[src/rtl/instr_fetch.sv]
// Instruction fetch: requests words from instruction memory,
// steers the PC and buffers fetched words in a 2-deep FIFO.
module instr_fetch #(
    parameter int n = 4,
    parameter int w = 8
) (
    input  logic         clk,
    input  logic         clr,
    input  logic [n-1:0] pcIn,
    output logic [1:0]   pcCntrl,
    output logic [n-1:0] pcLoad,
    output logic         memReq,
    output logic [n-1:0] memAddr,
    input  logic         memAck,
    input  logic [w-1:0] memData,
    output logic [w-1:0] instr,
    output logic         instrValid,
    input  logic         instrReady,
    input  logic         flush,
    input  logic [n-1:0] flushAddr
);

    typedef enum logic [1:0] {
        IDLE = 2'd0,
        REQ  = 2'd1,
        WAIT = 2'd2
    } state_t;

    localparam logic [1:0] PC_HOLD = 2'b00;
    localparam logic [1:0] PC_LOAD = 2'b01;
    localparam logic [1:0] PC_INC  = 2'b10;

    state_t         state;
    state_t         state_nx;
    logic [1:0]     cnt;
    logic [1:0]     cnt_nx;
    logic           rp;
    logic           wp;
    logic [w-1:0]   mem [2];
    logic           push;
    logic           pop;

    // Push/pop qualification, next count and next FSM state.
    always_comb begin
        push     = 1'b0;
        pop      = 1'b0;
        cnt_nx   = cnt;
        state_nx = state;
        if (clr && !flush) begin
            push = (state == REQ) && memAck;
            pop  = (cnt != 2'd0) && instrReady;
        end
        cnt_nx = cnt + {1'b0, push} - {1'b0, pop};
        if (flush) begin
            state_nx = IDLE;
        end else begin
            case (state)
                IDLE: state_nx = (cnt < 2'd2) ? REQ : WAIT;
                REQ: begin
                    if (push)
                        state_nx = (cnt_nx < 2'd2) ? REQ : WAIT;
                end
                WAIT: state_nx = (cnt_nx < 2'd2) ? REQ : WAIT;
                default: state_nx = IDLE;
            endcase
        end
    end

    // Externally visible outputs; everything is forced low in reset.
    always_comb begin
        pcCntrl    = PC_HOLD;
        pcLoad     = '0;
        memReq     = 1'b0;
        memAddr    = '0;
        instr      = '0;
        instrValid = 1'b0;
        if (clr) begin
            if (flush) begin
                pcCntrl = PC_LOAD;
                pcLoad  = flushAddr;
            end else if (push) begin
                pcCntrl = PC_INC;
            end
            if (state == REQ) begin
                memReq  = 1'b1;
                memAddr = pcIn;
            end
            if (cnt != 2'd0) begin
                instrValid = 1'b1;
                instr      = mem[rp];
            end
        end
    end

    // FSM state, FIFO storage, pointers and occupancy count.
    always_ff @(posedge clk) begin
        if (!clr) begin
            state  <= IDLE;
            cnt    <= 2'd0;
            rp     <= 1'b0;
            wp     <= 1'b0;
            mem[0] <= '0;
            mem[1] <= '0;
        end else begin
            state <= state_nx;
            if (flush) begin
                cnt <= 2'd0;
                rp  <= 1'b0;
                wp  <= 1'b0;
            end else begin
                cnt <= cnt_nx;
                if (push) begin
                    mem[wp] <= memData;
                    wp      <= ~wp;
                end
                if (pop)
                    rp <= ~rp;
            end
        end
    end

endmodule

[config.mk]
export PLATFORM = sky130hd
export DESIGN_NAME = instr_fetch
export DESIGN_NICKNAME = d
export VERILOG_FILES = /design/src/rtl/instr_fetch.sv
export SDC_FILE = /design/constraint.sdc
export NUM_CORES = 1
export LEC_CHECK = 0
export CORE_ASPECT_RATIO = 0.7
export CORE_MARGIN = 1.5
export CORE_UTILIZATION = 44
export DETAILED_ROUTE_END_ITERATION = 8
export PLACE_DENSITY = 0.85
export SLEW_MARGIN = 30
export SYNTH_ARGS = -nofsm -noshare
export SYNTH_HDL_FRONTEND = slang
export SYNTH_SLANG_ARGS = --single-unit
export TNS_END_PERCENT = 1
[constraint.sdc]
create_clock -name clk -period 2.6 [get_ports clk]
set_input_delay 0.52 -clock clk [delete_from_list [all_inputs] [get_ports clk]]
set_output_delay 0.52 -clock clk [all_outputs]
set_load 0.05 [all_outputs]
==> After elaboration in Yosys (flattened, before gate mapping) <==
Memories as Yosys holds them, arrays and structs flattened. A register that Yosys moved wholly into a read port is not among the register bits.
Index checks and enable logic that the tools add are counted.
{ "op_classes": {"addsub": 2, "magnitude_cmp": 2, "n_eq_ne": 3, "n_mux": 29, "n_bitwise": 3, "n_reduce_logical": 8} }
{ "op_table": {"columns": ["op", "count"], "rows": [
  ["8-bit two-way mux", 3],
  ["4-bit two-way mux", 4],
  ["1-bit two-way mux", 15],
  ["2-bit two-way mux", 6],
  ["8-bit OR reduction", 1],
  ["2-bit case mux with 3 select lines", 1],
  ["2-bit < comparator, second input constant", 2],
  ["1-bit logical AND", 3],
  ["1-bit NOT", 3],
  ["2-bit by 1-bit adder with 2-bit output", 1],
  ["2-bit by 1-bit == test with 1-bit output, second input constant", 1],
  ["2-bit == test, second input constant", 1],
  ["2-bit zero test", 1],
  ["2-bit inequality test, second input constant", 1],
  ["2-bit nonzero test", 1],
  ["2-bit OR reduction", 1],
  ["2-bit by 1-bit subtractor with 2-bit output", 1],
  ["1-bit zero test", 1]
]} }
{ "word_totals": {"regBits": 6, "ramBits": 16, "in_bits": 21, "output_inout_bits": 20, "elab_cells": 52, "mem_count": 1} }
{ "mem_list": {"columns": ["name", "words", "width", "read_ports", "rd_clocked_by_memory_dff", "wr", "line_no", "rtl"], "rows": [
  ["mem", 2, 8, 1, 1, 2, "39", "logic [w-1:0] mem [2];"]
]} }

==> Depth between registers and ports, before layout <==
{ "logic_depth": {"ltp_word": 9, "ltp_mapped": 12, "ltp_nobuf": 12} }

==> Worst setup path before layout <==
OpenSTA, ideal clock, no wires.
{ "synth_path": {"path_kind": "register to register", "startpoint": "reg state[1]", "endpoint": "reg state[1]", "setup_ns": 0.070, "arrival_ns": 2.030, "t_required_ns": 2.530, "setup_slack_ns": 0.500, "path_stages_with_launch": 13, "n_path_buf": 0, "period_less_slack_ns": 2.100, "cell_sequence": "dfxtp_1 > inv_1 > ha_1 > nand2_1 > nor2_8 > inv_1 > ha_1 > inv_1 > ha_1 > xnor2_1 > a21oi_1 > mux2i_1 > o2bb2ai_1"} }
{ "synth_between": {"elab_chain_len": 9, "word_cells_on_any_way": 12, "classes_between": "2 x add/sub; 1 x order compare; 3 x eq/ne; 4 x mux; 2 x reduce/logical"} }
{ "synth_lines": {"columns": ["element", "line_no", "rtl"], "rows": [
  ["start: declaration", "33", "state_t state;"],
  ["start signal: assignment", "105", "state <= state_nx;"],
  ["2-bit by 1-bit == test with 1-bit output", "50, 57", null],
  ["1-bit logical AND", "50", "push = (state == REQ) && memAck;"],
  ["1-bit two-way mux", "49", "if (clr && !flush) begin"],
  ["2-bit by 1-bit adder with 2-bit output", "53", "cnt_nx = cnt + {1'b0, push} - {1'b0, pop};"],
  ["2-bit by 1-bit subtractor with 2-bit output", "53", null],
  ["2-bit < comparator", "61, 63", null],
  ["2-bit two-way mux", "61, 63", null],
  ["2-bit two-way mux", "60", "if (push)"],
  ["2-bit case mux with 3 select lines", "57", "case (state)"]
]} }
Several ways; a longest one is shown, not always the timed one. The select of a mux whose other input is x is not followed.
A chain may end at the register's enable or synchronous reset.

==> Worst setup path in the final report <==
{ "layout_path": {"startpoint": "in memAck", "endpoint": "reg state[1]"} }
{ "layout_between": {"elab_chain_len": 8, "word_cells_on_any_way": 9, "classes_between": "2 x add/sub; 1 x order compare; 1 x eq/ne; 4 x mux; 1 x reduce/logical"} }
{ "layout_lines": {"columns": ["element", "line_no", "rtl"], "rows": [
  ["start: declaration", "14", "input logic memAck,"],
  ["1-bit logical AND (*)", "50", null],
  ["1-bit two-way mux (*)", "49", null],
  ["2-bit by 1-bit adder with 2-bit output", "53", null],
  ["2-bit by 1-bit subtractor with 2-bit output", "53", null],
  ["2-bit < comparator", "61, 63", null],
  ["2-bit two-way mux", "61, 63", null],
  ["2-bit two-way mux", "60", null],
  ["2-bit case mux with 3 select lines", "57", null]
]} }
Every way passes the cells marked *; elsewhere a longest branch is shown, timed or not. The select of a mux whose other input is x is not followed.

==> results.toml <==
[yosys]
synthTopCellsByArea = "edfxtp_1 40%, dfxtp_1 12%, and3_1 10%, mux2i_1 7.5%, ha_1 5.2%"
synth_top_area_share_pct = 39.8
synth_top_family_by_area = "simple AND/OR/NAND/NOR gates"
synth-simple-area-share_pct = 24.7
synth-async-reset-ratio_pct = 0
synth.most_common_cell = "and3_1"
synth_area_leader_cell = "edfxtp_1"
syn_area_um2 = 1210
synth_compound_area_share_pct = 4.77
synthMuxAreaShare_pct = 7.47
synth.distinct_cells = 27
synth_ff_type = "edfxtp_1"
yosysSeqAreaShare_pct = 51.5
yosys-top-cells-count = "20 x and3_1, 16 x edfxtp_1, 12 x nor2_1"
avgSynthCellArea_um2 = 11.1
synth_xor_area_share_pct = 2.18
synth_seq_cells = 23
yosys_warnings = 0
synthAdderAreaFrac_pct = 5.19
synth_edf_count = 16
synth_nets = 135
postSynthCellCount = 109

[placement]
gp_congestion = 0.874
place_area_um2 = 1860
dpl.cell_count = 184
hpwl_um = 2190
preCtsSetupSlack_ns = -0.102
io_buffers = 40

[timing]
rsz0062_at_grt = "no"
max_freq_mhz = 409
period_share_pct = 94.0
fin_crit_ns = 2.44
hold_violations = 0
setup_viol = 0
maxSlewHeadroom_pct = 66.9
maxSlewViolCount = 0
worst_clock_skew_ns = 0.00568
whs_ns = 0.521
fin_ws_ns = 0.157
worst_pin_slew_ns = 0.496
setup_tns_ns = 0

[cts]
cts.sinks = 23
insertion_delay_ns = 0.26
cts_tree = "done"
htree_levels = 1
numCtsBuffers = 3
clk_path_buf_depth = 2
clk_pin_slew_ns = 0.08
cts_root_buf = "clkbuf_8"

[global_routing]
antenna_found_initial = 0
grt_max_degree = 18
grt_pass1_wl_um = 4450
track_usage_pct = 20.3
grt_pass1_vias = 955
overflow = 0

[run]
maxCapViolations = 0

[routing]
vias = 989
ant_nets = 0
finalWirelength_um = 2800
viasPerCell = 5.26
drt_pass1_iterations = 4
drc = 0
wl_per_cell_um = 14.9
drtIter0Drc = 32

[pwr]
peakVddDrop_mv = 0.303
p_int_mw = 0.578
power_density_nw_per_um2 = 391
p_seq_share_pct = 54.5
leakagePower_nw = 0.811
swShare_pct = 22.7
p_sw_mw = 0.170
p_total_mw = 0.747
clockPowerShare_pct = 28.7
p_comb_share_pct = 16.9

[critical_path]
slowest_stage = "clkdlybuf4s50_1"
criticalPathCategory = "primary input to flip-flop"
start_kind = "primary input"
cp_cell_sequence = "clkdlybuf4s50_1 > nand2_1 > nor2_8 > inv_1 > ha_1 > inv_1 > ha_1 > xnor2_2 > a21oi_1 > mux2i_1 > o2bb2ai_1"
path_max_fanout = 5
worstPathRequired_ns = 2.76
crit_path_end_kind = "flip-flop"
ff2ff_path_depth = 12
r2r_setup_slack_ns = 0.20
cp_data_arrival_time_ns = 2.60
max_stage_delay_ns = 0.48

[layout]
stdcell_count = 188
drive_gt1_share_pct = 24.7
antennaDiodeCount = 0
final_nets = 181
area_delta_synth_final_pct = 58.6
final_area_um2 = 1910
finish.utilization_pct = 75.5

[worst_hold_path]
hold_path.class = "flip-flop to flip-flop"
min_path_cells = 2

[floorplan]
die_x_um = 65.6
ios = 41
die-area_um2 = 3070
rows = 15
die-height_um = 46.8
start_util_pct = 47.6
core-area_um2 = 2530

[outcome]
status = "complete, no violations"
==> power by group through the flow <==
| stage | clock, mW | combinational, mW | sequential [mW] |
|---|---|---|---|
| floorplan | 0 | 0.0526 | 0.413 |
| global placement | 0 | 0.122 | 0.414 |
| detailed placement | 0 | 0.126 | 0.415 |
| CTS | 0.213 | 0.127 | 0.407 |
| global route | 0.225 | 0.134 | 0.408 |
| finish | 0.214 | 0.126 | 0.407 |
==> registers in the layout, summed over array words and instances (netlist names), named ones only <==
name / count
mem: 16
cnt: 2
state: 2
rp: 1
wp: 1
==> per-layer routing <==
layer  share of wire, %  global-route usage [%]
met1                 39                    22.0
met2                 54                    39.8
met3                4.5                    5.04
met4                1.6                    7.50
met5                  0                       0
==> cell usage in the layout, fill, tap and decap left out <==
cell type        netlist  final
and3_1                20     20
o22ai_1                1      1
clkdlybuf4s50_1        0     20
nand2b_1               1      1
o21ai_0                2      2
o21ai_1                1      1
clkbuf_1               1      1
nor2_8                 1      1
ha_2                   0      1
or2_2                  1      1
nand2b_4               1      1
a21oi_1                2      2
buf_12                 0     20
clkbuf_8               0      3
buf_4                  0      5
nor2b_1                2      2
nor3_1                 1      1
xnor2_1                2      1
nand2_1                4      4
xor2_1                 1      1
ha_1                   5      4
mux2i_1                9      9
inv_1                  6      6
and2_1                 3      3
o2bb2ai_1              2      2
nor2_1                12     12
edfxtp_1              16     16
o21ai_2                1      1
dfxtp_1                7      7
and3_2                 4      4
xnor2_2                0      1
==> worst max-delay path, delay by kind of cell <==
| kind | cells | cell delay, ns |
|---|---|---|
| xor+xnor | 1 | 0.16 |
| fa+ha+maj | 2 | 0.47 |
| simple gates | 2 | 0.30 |
| buf+inv | 3 | 0.60 |
| compound gates | 2 | 0.40 |
| mux | 1 | 0.15 |
==> final timing paths <==
| kind | from | end |
|---|---|---|
| max | memAck | state[1] |
| min | state[0] | state[0] |
| max reg2reg | state[1] | state[1] |
| min reg2reg | state[0] | state[0] |
==> kinds of logic after synthesis <==
logic type               count (synthesis)
buffers and inverters                   10
AND/OR/NAND/NOR                         50
AO/OA/AOI/OAI                            9
multiplexers                             9
adder cells (fa/ha/maj)                  5
flip-flops                              23
XOR/XNOR                                 3
==> area by class of cell <==
type                       count  area (um2)
clock buffer                   4        45.0
sequential                    23         621
inverter                       6        22.5
timing repair buffer          45         638
fill                         149         621
multi-input combinational     76         544
tap                           34        42.5
==> what timing repair did <==
action | CTS | global route
buffers inserted | 0 | 0
setup endpoints to repair | 0 | 2
endpoints found under the hold margin | 0 | 0
hold buffers | 0 | 0
gates resized for setup | 0 | 2
(Power assumes the default switching activity.)
